[src/rtl/mod_mult_seq_if.sv]
// Start/done handshake bundle for the sequential modular multiplier.
// The requester drives the operands and start; the multiplier drives status and result.
interface mod_mult_seq_if #(
   parameter int WIDTH = 8
);
   logic             start;
   logic [WIDTH-1:0] prime;
   logic [WIDTH-1:0] a;
   logic [WIDTH-1:0] b;
   logic             busy;
   logic             done;
   logic [WIDTH-1:0] product;
   logic             error;

   modport master (
      output start, prime, a, b,
      input  busy, done, product, error
   );

   modport slave (
      input  start, prime, a, b,
      output busy, done, product, error
   );
endinterface

[src/rtl/mod_mult_seq.sv]
// Sequential (a * b) mod prime: a WIDTH-cycle reduce phase brings both operands below
// prime, then a WIDTH-cycle MSB-first interleaved multiply keeps the accumulator below prime.
module mod_mult_seq #(
   parameter int WIDTH = 8
) (
   input  logic          clk,
   input  logic          rst_n,
   mod_mult_seq_if.slave bus
);

   localparam int CNT_W = (WIDTH > 1) ? $clog2(WIDTH) : 1;

   localparam logic [1:0] S_IDLE   = 2'd0;
   localparam logic [1:0] S_REDUCE = 2'd1;
   localparam logic [1:0] S_MULT   = 2'd2;
   localparam logic [1:0] S_DONE   = 2'd3;

   logic [1:0]       state;
   logic [CNT_W-1:0] cnt;
   logic [WIDTH-1:0] p_r;
   logic [WIDTH-1:0] a_r;
   logic [WIDTH-1:0] b_r;
   logic [WIDTH:0]   ra;
   logic [WIDTH:0]   rb;
   logic [WIDTH-1:0] acc;
   logic [WIDTH-1:0] product_r;
   logic             error_r;

   logic [WIDTH:0]   ra_nxt;
   logic [WIDTH:0]   rb_nxt;
   logic [WIDTH-1:0] acc_nxt;

   // One restoring-remainder step: since r < p, 2r+bit < 2p, so one subtract suffices.
   function automatic logic [WIDTH:0] reduce_step(input logic [WIDTH:0]   r,
                                                  input logic             bit_in,
                                                  input logic [WIDTH-1:0] p);
      logic [WIDTH+1:0] t;
      t = {r, bit_in};
      if (t >= {2'b00, p})
         t = t - {2'b00, p};
      return t[WIDTH:0];
   endfunction

   // One interleaved multiply step: 2*acc + ra can reach 3p-3, so up to two subtracts.
   function automatic logic [WIDTH-1:0] mult_step(input logic [WIDTH-1:0] acc_in,
                                                  input logic             add_en,
                                                  input logic [WIDTH:0]   ra_in,
                                                  input logic [WIDTH-1:0] p);
      logic [WIDTH+1:0] t;
      t = {1'b0, acc_in, 1'b0} + (add_en ? {1'b0, ra_in} : '0);
      if (t >= {2'b00, p})
         t = t - {2'b00, p};
      if (t >= {2'b00, p})
         t = t - {2'b00, p};
      return t[WIDTH-1:0];
   endfunction

   assign ra_nxt  = reduce_step(ra, a_r[cnt], p_r);
   assign rb_nxt  = reduce_step(rb, b_r[cnt], p_r);
   assign acc_nxt = mult_step(acc, rb[cnt], ra, p_r);

   assign bus.busy    = (state != S_IDLE);
   assign bus.done    = (state == S_DONE);
   assign bus.product = product_r;
   assign bus.error   = error_r;

   always_ff @(posedge clk or negedge rst_n) begin
      if (!rst_n) begin
         state     <= S_IDLE;
         cnt       <= '0;
         p_r       <= '0;
         a_r       <= '0;
         b_r       <= '0;
         ra        <= '0;
         rb        <= '0;
         acc       <= '0;
         product_r <= '0;
         error_r   <= 1'b0;
      end else begin
         case (state)
            S_IDLE: begin
               if (bus.start) begin
                  p_r <= bus.prime;
                  a_r <= bus.a;
                  b_r <= bus.b;
                  if (bus.prime < WIDTH'(2)) begin
                     product_r <= '0;
                     error_r   <= 1'b1;
                     state     <= S_DONE;
                  end else begin
                     error_r <= 1'b0;
                     cnt     <= CNT_W'(WIDTH - 1);
                     ra      <= '0;
                     rb      <= '0;
                     state   <= S_REDUCE;
                  end
               end
            end
            S_REDUCE: begin
               ra <= ra_nxt;
               rb <= rb_nxt;
               if (cnt == '0) begin
                  cnt   <= CNT_W'(WIDTH - 1);
                  acc   <= '0;
                  state <= S_MULT;
               end else begin
                  cnt <= cnt - 1'b1;
               end
            end
            S_MULT: begin
               acc <= acc_nxt;
               if (cnt == '0) begin
                  product_r <= acc_nxt;
                  state     <= S_DONE;
               end else begin
                  cnt <= cnt - 1'b1;
               end
            end
            default: state <= S_IDLE;
         endcase
      end
   end

endmodule
[src/flat_wrapper.sv]
// flat-port wrapper written by rule: the top's interface ports become plain ports
module mod_mult_seq_flat 
#(
   parameter int WIDTH = 8
)
  (clk, rst_n, bus_start, bus_prime, bus_a, bus_b, bus_busy, bus_done, bus_product, bus_error);
  mod_mult_seq_if #(.WIDTH(WIDTH)) bus_i ();
  input  logic clk;
  input  logic rst_n;
  input wire logic [$bits(bus_i.start)-1:0] bus_start;
  input wire logic [$bits(bus_i.prime)-1:0] bus_prime;
  input wire logic [$bits(bus_i.a)-1:0] bus_a;
  input wire logic [$bits(bus_i.b)-1:0] bus_b;
  output wire logic [$bits(bus_i.busy)-1:0] bus_busy;
  output wire logic [$bits(bus_i.done)-1:0] bus_done;
  output wire logic [$bits(bus_i.product)-1:0] bus_product;
  output wire logic [$bits(bus_i.error)-1:0] bus_error;
  assign bus_i.start = bus_start;
  assign bus_i.prime = bus_prime;
  assign bus_i.a = bus_a;
  assign bus_i.b = bus_b;
  assign bus_busy = bus_i.busy;
  assign bus_done = bus_i.done;
  assign bus_product = bus_i.product;
  assign bus_error = bus_i.error;
  mod_mult_seq #(.WIDTH(WIDTH)) u_core (.clk(clk), .rst_n(rst_n), .bus(bus_i));
endmodule
[config.mk]
export PLATFORM = sky130hd
export DESIGN_NAME = mod_mult_seq_flat
export DESIGN_NICKNAME = d
export VERILOG_FILES = /design/src/rtl/mod_mult_seq_if.sv /design/src/rtl/mod_mult_seq.sv /design/src/flat_wrapper.sv
export SDC_FILE = /design/constraint.sdc
export NUM_CORES = 1
export LEC_CHECK = 0
export CAP_MARGIN = 20
export CORE_ASPECT_RATIO = 1.25
export CORE_MARGIN = 5
export CORE_UTILIZATION = 50
export DETAILED_ROUTE_END_ITERATION = 8
export PLACE_DENSITY = 0.8
export SYNTH_ARGS = -nofsm -noshare
export SYNTH_HDL_FRONTEND = slang
export SYNTH_SLANG_ARGS = --single-unit
[constraint.sdc]
create_clock -name clk -period 7.4 [get_ports clk]
set_input_delay 1.11 -clock clk [delete_from_list [all_inputs] [get_ports clk]]
set_output_delay 1.11 -clock clk [all_outputs]
set_load 0.01 [all_outputs]
# Word level (Yosys, flattened, before mapping)
# Index checks and enable logic that the tools add are counted.
dict set report totals {
  reg_bits 64
  output_inout_bits 11
  word_cells 77
}
dict set report classes {
  addsub 6
  magnitude_cmp 7
  n_eq_ne 9
  n_mux 32
  reduce_logical 13
}
# operator count
set op_table {}
lappend op_table {{2-to-1 mux 9 bit} 5}
lappend op_table {{greater-or-equal comparator 10 x 8 -> 1 bit} 4}
lappend op_table {{2-to-1 mux 8 bit} 5}
lappend op_table {{case mux 9 bit (2 select lines)} 2}
lappend op_table {{case mux 8 bit (2 select lines)} 2}
lappend op_table {{subtractor 9 x 8 -> 9 bit} 2}
lappend op_table {{2-to-1 mux 3 bit} 4}
lappend op_table {{adder 9 x 10 -> 10 bit} 1}
lappend op_table {{2-to-1 mux 10 bit} 1}
lappend op_table {{subtractor 10 x 8 -> 10 bit} 1}
lappend op_table {{binary-select mux 1 bit (select 3 bit)} 3}
lappend op_table {{case mux 3 bit (3 select lines)} 1}
lappend op_table {{less-than comparator 8 x 2 -> 1 bit, second input constant} 1}
lappend op_table {{2-to-1 mux 2 bit} 4}
lappend op_table {{AND reduction 4 bit} 2}
lappend op_table {{nonzero test 2 bit} 4}
lappend op_table {{subtractor 8 bit} 1}
lappend op_table {{!= test 2 x 1 -> 1 bit, second input constant} 3}
lappend op_table {{!= test 2 bit, second input constant} 3}
lappend op_table {{case mux 2 bit (3 select lines)} 1}
lappend op_table {{AND reduction 3 bit} 2}
lappend op_table {{less-than comparator 3 x 5 -> 1 bit, second input constant} 1}
lappend op_table {{equality test 2 bit, second input constant} 2}
lappend op_table {{less-than comparator 3 x 4 -> 1 bit, second input constant} 1}
lappend op_table {{7 further kinds} 11}

# Longest topological paths before layout
# Gate-level depths: netlist (run 1).
dict set report depth {
  depth_word 10
  ltp_mapped 30
  depth_no_buf 28
}

# Worst setup path before layout (run 1)
# OpenSTA, ideal clock, no wires.
dict set report synth_timing {
  path_kind {reg2reg}
  start {register u_core.cnt[0]}
  end {register u_core.acc[2]}
  setup_ns 0.074
  t_arrival_ns 5.978
  required_time_ns 7.326
  slack_ns 1.348
  stages_incl_launch_ff 30
  synth_period_minus_slack_ns 6.052
  path_cell_list {dfrtp_1 -> buf_4 -> mux4_2 -> mux2i_1 -> nand2b_1 -> inv_1 -> ha_1 -> a21o_1 -> o21ai_1 -> nand2_1 -> xor2_1 -> ha_1 -> o21ai_0 -> nor2_1 -> or4_4 -> a21oi_4 -> nand2_4 -> mux2_4 -> ha_1 -> inv_1 -> fa_1 -> a211oi_1 -> o21bai_1 -> a21oi_1 -> a21oi_1 -> a21oi_1 -> o31a_1 -> buf_6 -> mux2_4 -> o21ai_2}
}
dict set report synth_via {
  elab_chain_len 9
  word_cells_on_any_way 14
}
# item line
set synth_lines {}
lappend synth_lines {{start: declaration} mod_mult_seq.sv:19} ;# logic [CNT_W-1:0] cnt;
lappend synth_lines {{start signal: assignment} mod_mult_seq.sv:92} ;# cnt <= CNT_W'(WIDTH - 1);
lappend synth_lines {{start signal: assignment} mod_mult_seq.sv:103} ;# cnt <= CNT_W'(WIDTH - 1);
lappend synth_lines {{start signal: assignment} mod_mult_seq.sv:107} ;# cnt <= cnt - 1'b1;
lappend synth_lines {{binary-select mux 1 bit (select 3 bit)} mod_mult_seq.sv:60} ;# assign acc_nxt = mult_step(acc, rb[cnt], ra, p_r);
lappend synth_lines {{2-to-1 mux 1 bit (not written as such)} mod_mult_seq.sv:60}
lappend synth_lines {{2-to-1 mux 9 bit} mod_mult_seq.sv:50} ;# t = {1'b0, acc_in, 1'b0} + (add_en ? {1'b0, ra_in} : '0);
lappend synth_lines {{adder 9 x 10 -> 10 bit} mod_mult_seq.sv:50}
lappend synth_lines {{subtractor 10 x 8 -> 10 bit or greater-or-equal comparator 10 x 8 -> 1 bit (tied branches)} {mod_mult_seq.sv:52, mod_mult_seq.sv:51}}
lappend synth_lines {{2-to-1 mux 10 bit} mod_mult_seq.sv:51} ;# if (t >= {2'b00, p})
lappend synth_lines {{subtractor 8 bit or greater-or-equal comparator 10 x 8 -> 1 bit (tied branches)} {mod_mult_seq.sv:54, mod_mult_seq.sv:53}}
lappend synth_lines {{2-to-1 mux 8 bit} mod_mult_seq.sv:53} ;# if (t >= {2'b00, p})
lappend synth_lines {{case mux 8 bit (2 select lines)} mod_mult_seq.sv:80} ;# case (state)
lappend synth_lines {{end signal: assignment} mod_mult_seq.sv:111} ;# acc <= acc_nxt;
lappend synth_lines {{end: declaration} mod_mult_seq.sv:25} ;# logic [WIDTH-1:0] acc;
# Parallel ways exist; a longest one is shown, timed or not. The select of a mux whose other input is x is not followed.
# A chain may end at the register's enable or synchronous reset.

# Worst setup path after layout (run 1)
dict set report layout_timing {
  start {register u_core.rb[7]}
  end {register u_core.acc[4]}
}
dict set report layout_via {
  elab_chain_len 9
  word_cells_on_any_way 11
}
# item line
set layout_lines {}
lappend layout_lines {{start: declaration} mod_mult_seq.sv:24} ;# logic [WIDTH:0] rb;
lappend layout_lines {{start signal: assignment} mod_mult_seq.sv:101} ;# rb <= rb_nxt;
lappend layout_lines {{binary-select mux 1 bit (select 3 bit) (*)} mod_mult_seq.sv:60}
lappend layout_lines {{2-to-1 mux 1 bit (not written as such) (*)} mod_mult_seq.sv:60}
lappend layout_lines {{2-to-1 mux 9 bit (*)} mod_mult_seq.sv:50}
lappend layout_lines {{adder 9 x 10 -> 10 bit (*)} mod_mult_seq.sv:50}
lappend layout_lines {{subtractor 10 x 8 -> 10 bit or greater-or-equal comparator 10 x 8 -> 1 bit (tied branches)} {mod_mult_seq.sv:52, mod_mult_seq.sv:51}}
lappend layout_lines {{2-to-1 mux 10 bit (*)} mod_mult_seq.sv:51}
lappend layout_lines {{subtractor 8 bit or greater-or-equal comparator 10 x 8 -> 1 bit (tied branches)} {mod_mult_seq.sv:54, mod_mult_seq.sv:53}}
lappend layout_lines {{2-to-1 mux 8 bit (*)} mod_mult_seq.sv:53}
lappend layout_lines {{case mux 8 bit (2 select lines) (*)} mod_mult_seq.sv:80}
# Every way passes the cells marked *; elsewhere a longest branch is shown, timed or not. The select of a mux whose other input is x is not followed.

==> results of run 1 <==
cell type report:
type | count | area share (%)
multi-input cells | 409 | 55.27
flip-flops and latches | 64 | 27.49
repair buffers | 40 | 6.657
clock buffers | 11 | 4.166
well taps | 126 | 2.706
inverters | 30 | 1.933
clock inverters | 5 | 1.782
power breakdown:
part	internal, mW	switching (mW)	total (mW)
clock network	0.338	0.155	0.493
logic	0.971	1.18	2.15
registers	0.495	0.128	0.623
total	1.80	1.46	3.27
layout by cell type (no fill, tap or decap), types with 9 or more instances in the layout:
cell type | Yosys | routed
sky130_fd_sc_hd__a21o_1 | 9 | 9
sky130_fd_sc_hd__a21oi_1 | 28 | 28
sky130_fd_sc_hd__clkbuf_16 | 0 | 9
sky130_fd_sc_hd__clkdlybuf4s50_1 | 0 | 36
sky130_fd_sc_hd__dfrtp_1 | 64 | 64
sky130_fd_sc_hd__ha_1 | 47 | 47
sky130_fd_sc_hd__inv_1 | 30 | 30
sky130_fd_sc_hd__mux2_2 | 32 | 32
sky130_fd_sc_hd__mux2i_1 | 22 | 22
sky130_fd_sc_hd__nand2_1 | 48 | 48
sky130_fd_sc_hd__nor2_1 | 33 | 33
sky130_fd_sc_hd__nor2b_1 | 15 | 15
sky130_fd_sc_hd__nor3_1 | 11 | 11
sky130_fd_sc_hd__o21ai_0 | 41 | 41
sky130_fd_sc_hd__xnor2_1 | 19 | 19
cell families (layout without fill, tap and decap cells):
kind of cell    after synthesis  count (layout)
buf+inv                      42              86
fa+ha+maj                    52              52
mux                          62              62
flops                        64              64
compound gates              131             131
xor+xnor                     26              26
simple gates                138             138
worst max-delay path, delay by kind of cell, from the launching register on:
| family | cells | cell delay (ps) |
|---|---|---|
| adder cells (fa/ha/maj) | 4 | 1190 |
| flip-flops | 1 | 430 |
| buffers and inverters | 3 | 280 |
| multiplexers | 4 | 1190 |
| AND/OR/NAND/NOR | 5 | 890 |
| XOR/XNOR | 1 | 170 |
| AO/OA/AOI/OAI | 11 | 2240 |
metal layers:
layer | track usage (%) | vias to the layer above | wire [um]
met5 | 0 | - | 0
met4 | 10.08 | 0 | 448
met3 | 4.582 | 30 | 481
met2 | 38.15 | 101 | 6460
met1 | 23.57 | 2007 | 4808
li1 | - | 1954 | -
worst max path at each step:
| stage | from | to | slack (ps) | cells after the start |
|---|---|---|---|---|
| 2_1_floorplan | u_core.cnt[0] | u_core.acc[2] | 1350 | 29 |
| 3_3_place_gp | u_core.rb[7] | u_core.bus.product[3] | 1160 | 28 |
| 3_5_place_dp | u_core.cnt[0] | u_core.acc[4] | 930 | 28 |
| 4_1_cts | u_core.cnt[0] | u_core.acc[4] | 890 | 28 |
| 5_1_grt | u_core.cnt[0] | u_core.acc[4] | 360 | 28 |
| 6_report | u_core.rb[7] | u_core.acc[4] | 870 | 28 |
state kept, by name (all words and copies together) (netlist names):
signal	flops
u_core.state	2
u_core.b_r	8
u_core.bus.product	8
u_core.a_r	8
u_core.rb	9
u_core.bus.error	1
u_core.p_r	8
u_core.cnt	3
u_core.ra	9
u_core.acc	8
through the flow:
stage	hold slack [ps]	utilization, %	setup WS [ps]	instance area, sq um
3_5_place_dp	472.5	56.44	929.4	5480
4_1_cts	483.4	60.01	894.6	5827
5_1_grt	517.7	60.01	356.3	5827
6_report	481.1	60.01	872.7	5827
3_3_place_gp	463.6	56.44	1156	5480
2_1_floorplan	456.3	-	1348	4995
==> PnR_summary.wiki, run 1 <==
{| class="wikitable"
! Metric !! Value
|-
| Count of unresolved DRC violations after routing || 0
|-
| DR WL/cell || 17.81 um
|-
| Class of the most critical setup path || reg -> reg
|-
| Simple logic cell fraction of the synthesized area || between 10 and 15%
|-
| Worst slew pin tran || 1058 ps
|-
| Post-synth net total || 594
|-
| Number of enable flip-flop cells after synthesis || 0
|-
| Clock period minus final worst setup slack || between 6000 and 7000 ps
|-
| Highest-delay cell along the critical path || sky130_fd_sc_hd__mux4_2
|-
| Maximum count of clock buffers along a single path || 2
|-
| Adder-cell area share of the yosys netlist || around 14%
|-
| Maximum number of pins on one net before global-route repair || 65
|-
| Root buffer selected by CTS || sky130_fd_sc_hd__clkbuf_16
|-
| Number of max-cap violations || 0
|-
| Post-Route Setup TNS || 0 ps
|-
| Fraction of layout cells with a size suffix above 1 || around 14%
|-
| Global route total overflow || 0
|-
| Post-Synthesis Cell Area || 0.004995 sq mm
|-
| Total number of H-tree levels || 3
|-
| Arrival time reported for the critical path endpoint || a little under 7000 ps
|-
| Setup repair after global routing missed its margin || false
|-
| Biggest cell delay along the critical path || around 500 ps
|-
| Detailed-route wire length || approximately 12000 um
|-
| Synth area leaders || sky130_fd_sc_hd__dfrtp_1, sky130_fd_sc_hd__ha_1, sky130_fd_sc_hd__mux2_2
|-
| Relative slew slack || 29.33%
|-
| Fmax || 153.2 MHz
|-
| Worst Reg2Reg Path Length in Cells || 28
|-
| Diode insertion count for antenna repair || 0
|-
| Yosys warning count || 0
|-
| Cell with the most instances after synthesis || sky130_fd_sc_hd__dfrtp_1
|-
| Antenna violation net count after detailed routing || 0
|-
| Largest driver fanout on the critical path || 9
|-
| Setup bufs post-CTS || 0
|-
| Post-CTS sizing || 0
|-
| Terminus of the critical flop-to-flop path || u_core.acc[4]
|-
| Height of the die || 121.7 um
|-
| Die X || 99.40 um
|-
| Port Buf Inserts || 37
|-
| Setup slack, reg-to-reg || 870 ps
|-
| Fraction of the yosys area taken by sequential cells || 32.06%
|-
| Worst-path clk slew || around 60 ps
|-
| Ranking of synthesized cells by instance count || sky130_fd_sc_hd__dfrtp_1, sky130_fd_sc_hd__nand2_1, sky130_fd_sc_hd__ha_1
|-
| Mean instance size in the synthesized netlist || 9.699 sq um
|-
| Unique cell type count in the Yosys netlist || 61
|-
| Result of the run || completed
|-
| Post-detailed-placement half-perimeter wirelength || approximately 9100 um
|-
| Share of the synthesized area in compound gates (AO/OA/AOI/OAI) || 17.26%
|-
| Wire length of the first global-routing pass || 20410 um
|-
| PwrDens || 560.4 mW/mm^2
|-
| Routed vias/inst || 5.974
|-
| Maximum vdd drop || 0.3126 mV
|-
| Number of clock buffers inserted by TritonCTS || 9
|-
| Standby leakage power || 2.739 nW
|-
| Core region area || 0.009709 sq mm
|-
| Multiplexer share of the synthesized area || 14.93%
|-
| Dominant combinational cell family by area after synthesis || compound AO/OA/AOI/OAI gates
|-
| End point of the worst hold path || u_core.bus.product[4]
|-
| Type of origin of the critical path || flip-flop
|-
| Multi-input logic area || 0.003221 sq mm
|-
| Hold Vio Cnt, Final || 0
|-
| Commonest register cell after synthesis || sky130_fd_sc_hd__dfrtp_1
|-
| Synth Register Bits || 64
|-
| Starting density of the core || around 51%
|-
| Core Rows || 40
|-
| Initial antenna violation count || 0
|-
| TritonCTS clock tree || yes
|-
| Post-CTS Hold Fix Bufs || 0
|-
| Share of the synthesized netlist area taken by xor and xnor gates || 4.559%
|-
| Number of slew-limit violations in the final report || 0
|-
| Number of iterations in the first detailed-routing pass || 4
|-
| Total I/O pin count || 38
|-
| Max Clock Skew || 8.977 ps
|-
| CTS sink count || 64
|-
| Placer's final routability congestion estimate || 0.9203
|-
| Layout overhead on the synthesized area || 16.66%
|-
| Total via count after detailed routing || 4092
|-
| Worst skew pair latency || 340 ps
|-
| Post-synthesis instance total || 515
|-
| Worst Min Path Start || u_core.bus.product[4]
|-
| Placed Cells || around 670
|-
| Endpoint kind of the worst setup timing path || flip-flop
|-
| Critical R2R Launch || u_core.rb[7]
|-
| Count of filler cells inserted in the layout || 800
|-
| Via count of the first global-routing pass || 4263
|-
| Number of nets in the layout || around 630
|-
| Initial DRC count || 181
|-
| Non-filler instance count after layout || 685
|-
| Total setup violations reported at the end of the flow || 0
|-
| Die area || around 0.012 sq mm
|-
| Overall fraction of global-route tracks in use || a little over a fifth
|-
| Share of synthesized flip-flops with an asynchronous set or reset || 100.0%
|-
| Data required, critical path || 7600 ps
|-
| Flip-flop and latch area || 0.001602 sq mm
|-
| Worst min path class || reg -> reg
|-
| Ratio of final minimum period to clock period || 88.21%
|-
| Proportion of netlist area held by the largest area contributor || between 30% and 40%
|-
| Biggest area consumer among synthesized cells || sky130_fd_sc_hd__dfrtp_1
|-
| Pwr Total || approximately 3.3 mW
|-
| Worst Hold Depth || 2
|}
(Power assumes the default switching activity.)
==> inputs of run 2 (changes only) <==
--- a/config.mk
+++ b/config.mk
@@ -7,2 +7,3 @@
 export LEC_CHECK = 0
+export ABC_AREA = 1
 export CAP_MARGIN = 20
@@ -13,2 +14,3 @@
 export PLACE_DENSITY = 0.8
+export SLEW_MARGIN = 40
 export SYNTH_ARGS = -nofsm -noshare
--- a/constraint.sdc
+++ b/constraint.sdc
@@ -3,2 +3,2 @@
 set_output_delay 1.11 -clock clk [all_outputs]
-set_load 0.01 [all_outputs]
+set_load 0.05 [all_outputs]
==> run 2 against run 1 <==
  * Via count up 17%
  * Routed wire length up 10%
  * Area after synthesis up 3.9%
  * Cell count up 25%
  * Clock skew down 1.2 ps
  * Fmax up 8.9%
  * Highest routed layer unchanged
==> PnR_summary.wiki, run 2 <==
{| class="wikitable"
! Metric !! Value
|-
| Proportion of netlist area held by the largest area contributor || 30.86% (was 32.06%)
|-
| Highest-delay cell along the critical path || sky130_fd_sc_hd__dfrtp_1 (was sky130_fd_sc_hd__mux4_2)
|-
| Total via count after detailed routing || 4806 (was 4092)
|-
| Crit-path leading delay family || simple AND/OR/NAND/NOR gates (was compound AO/OA/AOI/OAI gates)
|-
| Result of the run || completed (unchanged)
|-
| Detailed-route wire length || 13410 um (was 12200 um)
|-
| Count of filler cells inserted in the layout || 870 (was 800)
|-
| Endpoint kind of the worst setup timing path || flip-flop (unchanged)
|-
| Number of clock buffers inserted by TritonCTS || 9 (unchanged)
|-
| Die X || 101.1 um (was 99.40 um)
|-
| Ranking of synthesized cells by instance count || sky130_fd_sc_hd__nand2_1, sky130_fd_sc_hd__inv_1, sky130_fd_sc_hd__dfrtp_1 (was sky130_fd_sc_hd__dfrtp_1, sky130_fd_sc_hd__nand2_1, sky130_fd_sc_hd__ha_1)
|-
| Total I/O pin count || 38 (unchanged)
|-
| Unique cell type count in the Yosys netlist || 42 (was 61)
|-
| Maximum count of clock buffers along a single path || 2 (unchanged)
|-
| Relative slew slack || 53.92% (was 29.33%)
|-
| Initial DRC count || 344 (was 181)
|-
| Post-detailed-placement half-perimeter wirelength || 10550 um (was 9126 um)
|-
| Mean instance size in the synthesized netlist || 7.599 sq um (was 9.699 sq um)
|-
| Wire length of the first global-routing pass || 22600 um (was 20410 um)
|-
| Number of iterations in the first detailed-routing pass || 5 (was 4)
|-
| Post-synthesis instance total || 683 (was 515)
|-
| Overall fraction of global-route tracks in use || 23.00% (was 21.18%)
|-
| Worst Hold Depth || 2 (unchanged)
|-
| Diode insertion count for antenna repair || 0 (unchanged)
|-
| Synth Register Bits || 64 (unchanged)
|-
| Data required, critical path || 7650 ps (was 7600 ps)
|-
| Setup slack, reg-to-reg || 1410 ps (was 870 ps)
|-
| Most common library cell in the layout ignoring fill and taps || sky130_fd_sc_hd__nand2_1 (was sky130_fd_sc_hd__dfrtp_1)
|-
| Port Buf Inserts || 37 (unchanged)
|-
| Setup bufs post-CTS || 0 (unchanged)
|-
| Placed Cells || 840 (was 669)
|-
| Count of unresolved DRC violations after routing || 0 (unchanged)
|-
| Arrival time reported for the critical path endpoint || 6250 ps (was 6730 ps)
|-
| Share of synthesized flip-flops with an asynchronous set or reset || 100.0% (unchanged)
|-
| Worst Min Path Start || u_core.bus.product[7] (was u_core.bus.product[4])
|-
| Setup repair after global routing missed its margin || false (unchanged)
|-
| Number of max-cap violations || 0 (unchanged)
|-
| Height of the die || 123.9 um (was 121.7 um)
|-
| Post-CTS Hold Fix Bufs || 0 (unchanged)
|-
| Class of the most critical setup path || reg -> reg (unchanged)
|-
| Via count of the first global-routing pass || 4768 (was 4263)
|-
| Number of slew-limit violations in the final report || 0 (unchanged)
|-
| Ratio of final minimum period to clock period || 80.99% (was 88.21%)
|-
| Worst Reg2Reg Path Length in Cells || 41 (was 28)
|-
| Most used cells in the layout excluding fill and tap cells || sky130_fd_sc_hd__nand2_1, sky130_fd_sc_hd__inv_1, sky130_fd_sc_hd__dfrtp_1 (was sky130_fd_sc_hd__dfrtp_1, sky130_fd_sc_hd__nand2_1, sky130_fd_sc_hd__ha_1)
|-
| Total number of H-tree levels || 3 (unchanged)
|-
| Yosys warning count || 0 (unchanged)
|-
| Fmax || 166.9 MHz (was 153.2 MHz)
|-
| Commonest register cell after synthesis || sky130_fd_sc_hd__dfrtp_1 (unchanged)
|-
| End point of the worst hold path || u_core.bus.product[7] (was u_core.bus.product[4])
|-
| DR WL/cell || 15.69 um (was 17.81 um)
|-
| Total setup violations reported at the end of the flow || 0 (unchanged)
|-
| Die area || 0.01253 sq mm (was 0.01210 sq mm)
|-
| Terminus of the critical flop-to-flop path || u_core.bus.product[0] (was u_core.acc[4])
|-
| Type of origin of the critical path || flip-flop (unchanged)
|-
| CTS sink count || 64 (unchanged)
|-
| Launch point of the critical path || u_core.cnt[0] (was u_core.rb[7])
|-
| Root buffer selected by CTS || sky130_fd_sc_hd__clkbuf_16 (unchanged)
|-
| Clock period minus final worst setup slack || 5993 ps (was 6527 ps)
|-
| Worst-path clk slew || 50 ps (was 60 ps)
|-
| Largest driver fanout on the critical path || 16 (was 9)
|-
| Buf/Inv on CP || 5 (was 3)
|-
| Worst min path class || reg -> reg (unchanged)
|-
| Non-filler instance count after layout || 855 (was 685)
|-
| Critical R2R Launch || u_core.cnt[0] (was u_core.rb[7])
|-
| Post-synth net total || 762 (was 594)
|-
| Max Clock Skew || 7.802 ps (was 8.977 ps)
|-
| Hold Vio Cnt, Final || 0 (unchanged)
|-
| Placer's final routability congestion estimate || 0.9309 (was 0.9203)
|-
| Post-Synthesis Cell Area || 0.005190 sq mm (was 0.004995 sq mm)
|-
| Worst slew pin tran || 687.5 ps (was 1058 ps)
|-
| Routed vias/inst || 5.621 (was 5.974)
|-
| Fraction of layout cells with a size suffix above 1 || 8.127% (was 14.31%)
|-
| Largest registers ranked by flip-flop count || u_core.ra (9), u_core.rb (9) (unchanged)
|-
| Core region area || 0.01011 sq mm (was 0.009709 sq mm)
|-
| Starting density of the core || 51.36% (was 51.44%)
|-
| Multi-input logic area || 0.003178 sq mm (was 0.003221 sq mm)
|-
| Synth area leaders || sky130_fd_sc_hd__dfrtp_1, sky130_fd_sc_hd__ha_1, sky130_fd_sc_hd__nand2_1 (was sky130_fd_sc_hd__dfrtp_1, sky130_fd_sc_hd__ha_1, sky130_fd_sc_hd__mux2_2)
|-
| Global route total overflow || 0 (unchanged)
|-
| Antenna violation net count after detailed routing || 0 (unchanged)
|-
| Cell with the most instances after synthesis || sky130_fd_sc_hd__nand2_1 (was sky130_fd_sc_hd__dfrtp_1)
|-
| Number of nets in the layout || 801 (was 633)
|-
| Number of enable flip-flop cells after synthesis || 0 (unchanged)
|-
| Maximum number of pins on one net before global-route repair || 65 (unchanged)
|-
| Post-CTS sizing || 0 (unchanged)
|-
| Library cell appearing most often on the critical path || sky130_fd_sc_hd__nand2_1
|-
| Initial antenna violation count || 0 (unchanged)
|-
| Cell count along the critical path || 41 (was 28)
|-
| TritonCTS clock tree || yes (unchanged)
|-
| Flip-flop and latch area || 0.001602 sq mm (unchanged)
|-
| Post-Route Setup TNS || 0 ps (unchanged)
|-
| Worst skew pair latency || 330 ps (was 340 ps)
|-
| Core Rows || 41 (was 40)
|-
| Biggest area consumer among synthesized cells || sky130_fd_sc_hd__dfrtp_1 (unchanged)
|-
| Layout overhead on the synthesized area || 14.97% (was 16.66%)
|-
| Biggest cell delay along the critical path || 530 ps (was 490 ps)
|-
| Fraction of the yosys area taken by sequential cells || 30.86% (was 32.06%)
|}
## run 2: cell count changes in the layout (fill, tap and decap cells not counted), sizes merged, moves of 5 or more
cell / change
mux2i: -21
nand2b: -8
nand4: +27
nor2b: -17
a21o: -8
a21oi: +20
nand2: +120
inv: +70
nor2: +10
mux4: -6
xor2: +5
nand3: +28
mux2: -17
## run 2: worst register-to-register path, delay by kind of cell (launching register included)
family	cells	cell delay, ps
compound gates	1	310
fa+ha+maj	5	1490
buf+inv	5	570
flops	1	530
simple gates	30	3000
## run 2: through the flow
step | cell area [sq um] | util (%) | hold WS (ps) | setup slack (ps)
floorplan | 5190 | - | 453.0 | 2398
global placement | 5679 | 56.20 | 463.1 | 1638
detailed placement | 5682 | 56.22 | 469.7 | 1496
CTS | 5956 | 58.93 | 483.9 | 1461
global route | 5967 | 59.04 | 506.3 | 723.8
finish | 5967 | 59.04 | 479.5 | 1407
## run 2: worst max path at each step
stage                       endpoint  slack [ps]
2_1_floorplan          u_core.acc[0]        2400
3_3_place_gp   u_core.bus.product[0]        1640
3_5_place_dp   u_core.bus.product[4]        1500
4_1_cts        u_core.bus.product[0]        1460
5_1_grt        u_core.bus.product[0]         720
6_report       u_core.bus.product[0]        1410
## run 2: layout make-up
cell class / count / share of cell area [%]
clock inverter: 3 / 0.2936
sequential: 64 / 26.84
clock buffer: 12 / 4.299
tap: 129 / 2.705
multi-input combinational: 509 / 53.26
inverter: 100 / 6.291
timing repair buffer: 38 / 6.312
## run 2: kinds of logic (layout without fill, tap and decap cells)
group           count (synthesis)  after routing  synth area share [%]
fa+ha+maj                      52             52                 13.26
mux                            18             18                 3.881
flops                          64             64                 30.86
xor+xnor                       28             28                 4.725
simple gates                  289            289                 26.13
buf+inv                       110            153                 8.100
compound gates                122            122                 13.04
## run 2: routing by layer
layer  vias to the layer above  track usage (%)  part of all wire, %
li1                       2360                -                    -
met1                      2236            27.56                   40
met2                       172            39.85                   50
met3                        38            3.473                  5.4
met4                         0            11.55                  4.8
met5                         -                0                    0
Power of run 2 is left out: the tool's default activity adds up to more than one toggle a clock period on the data nets, which glitch-free logic cannot reach.
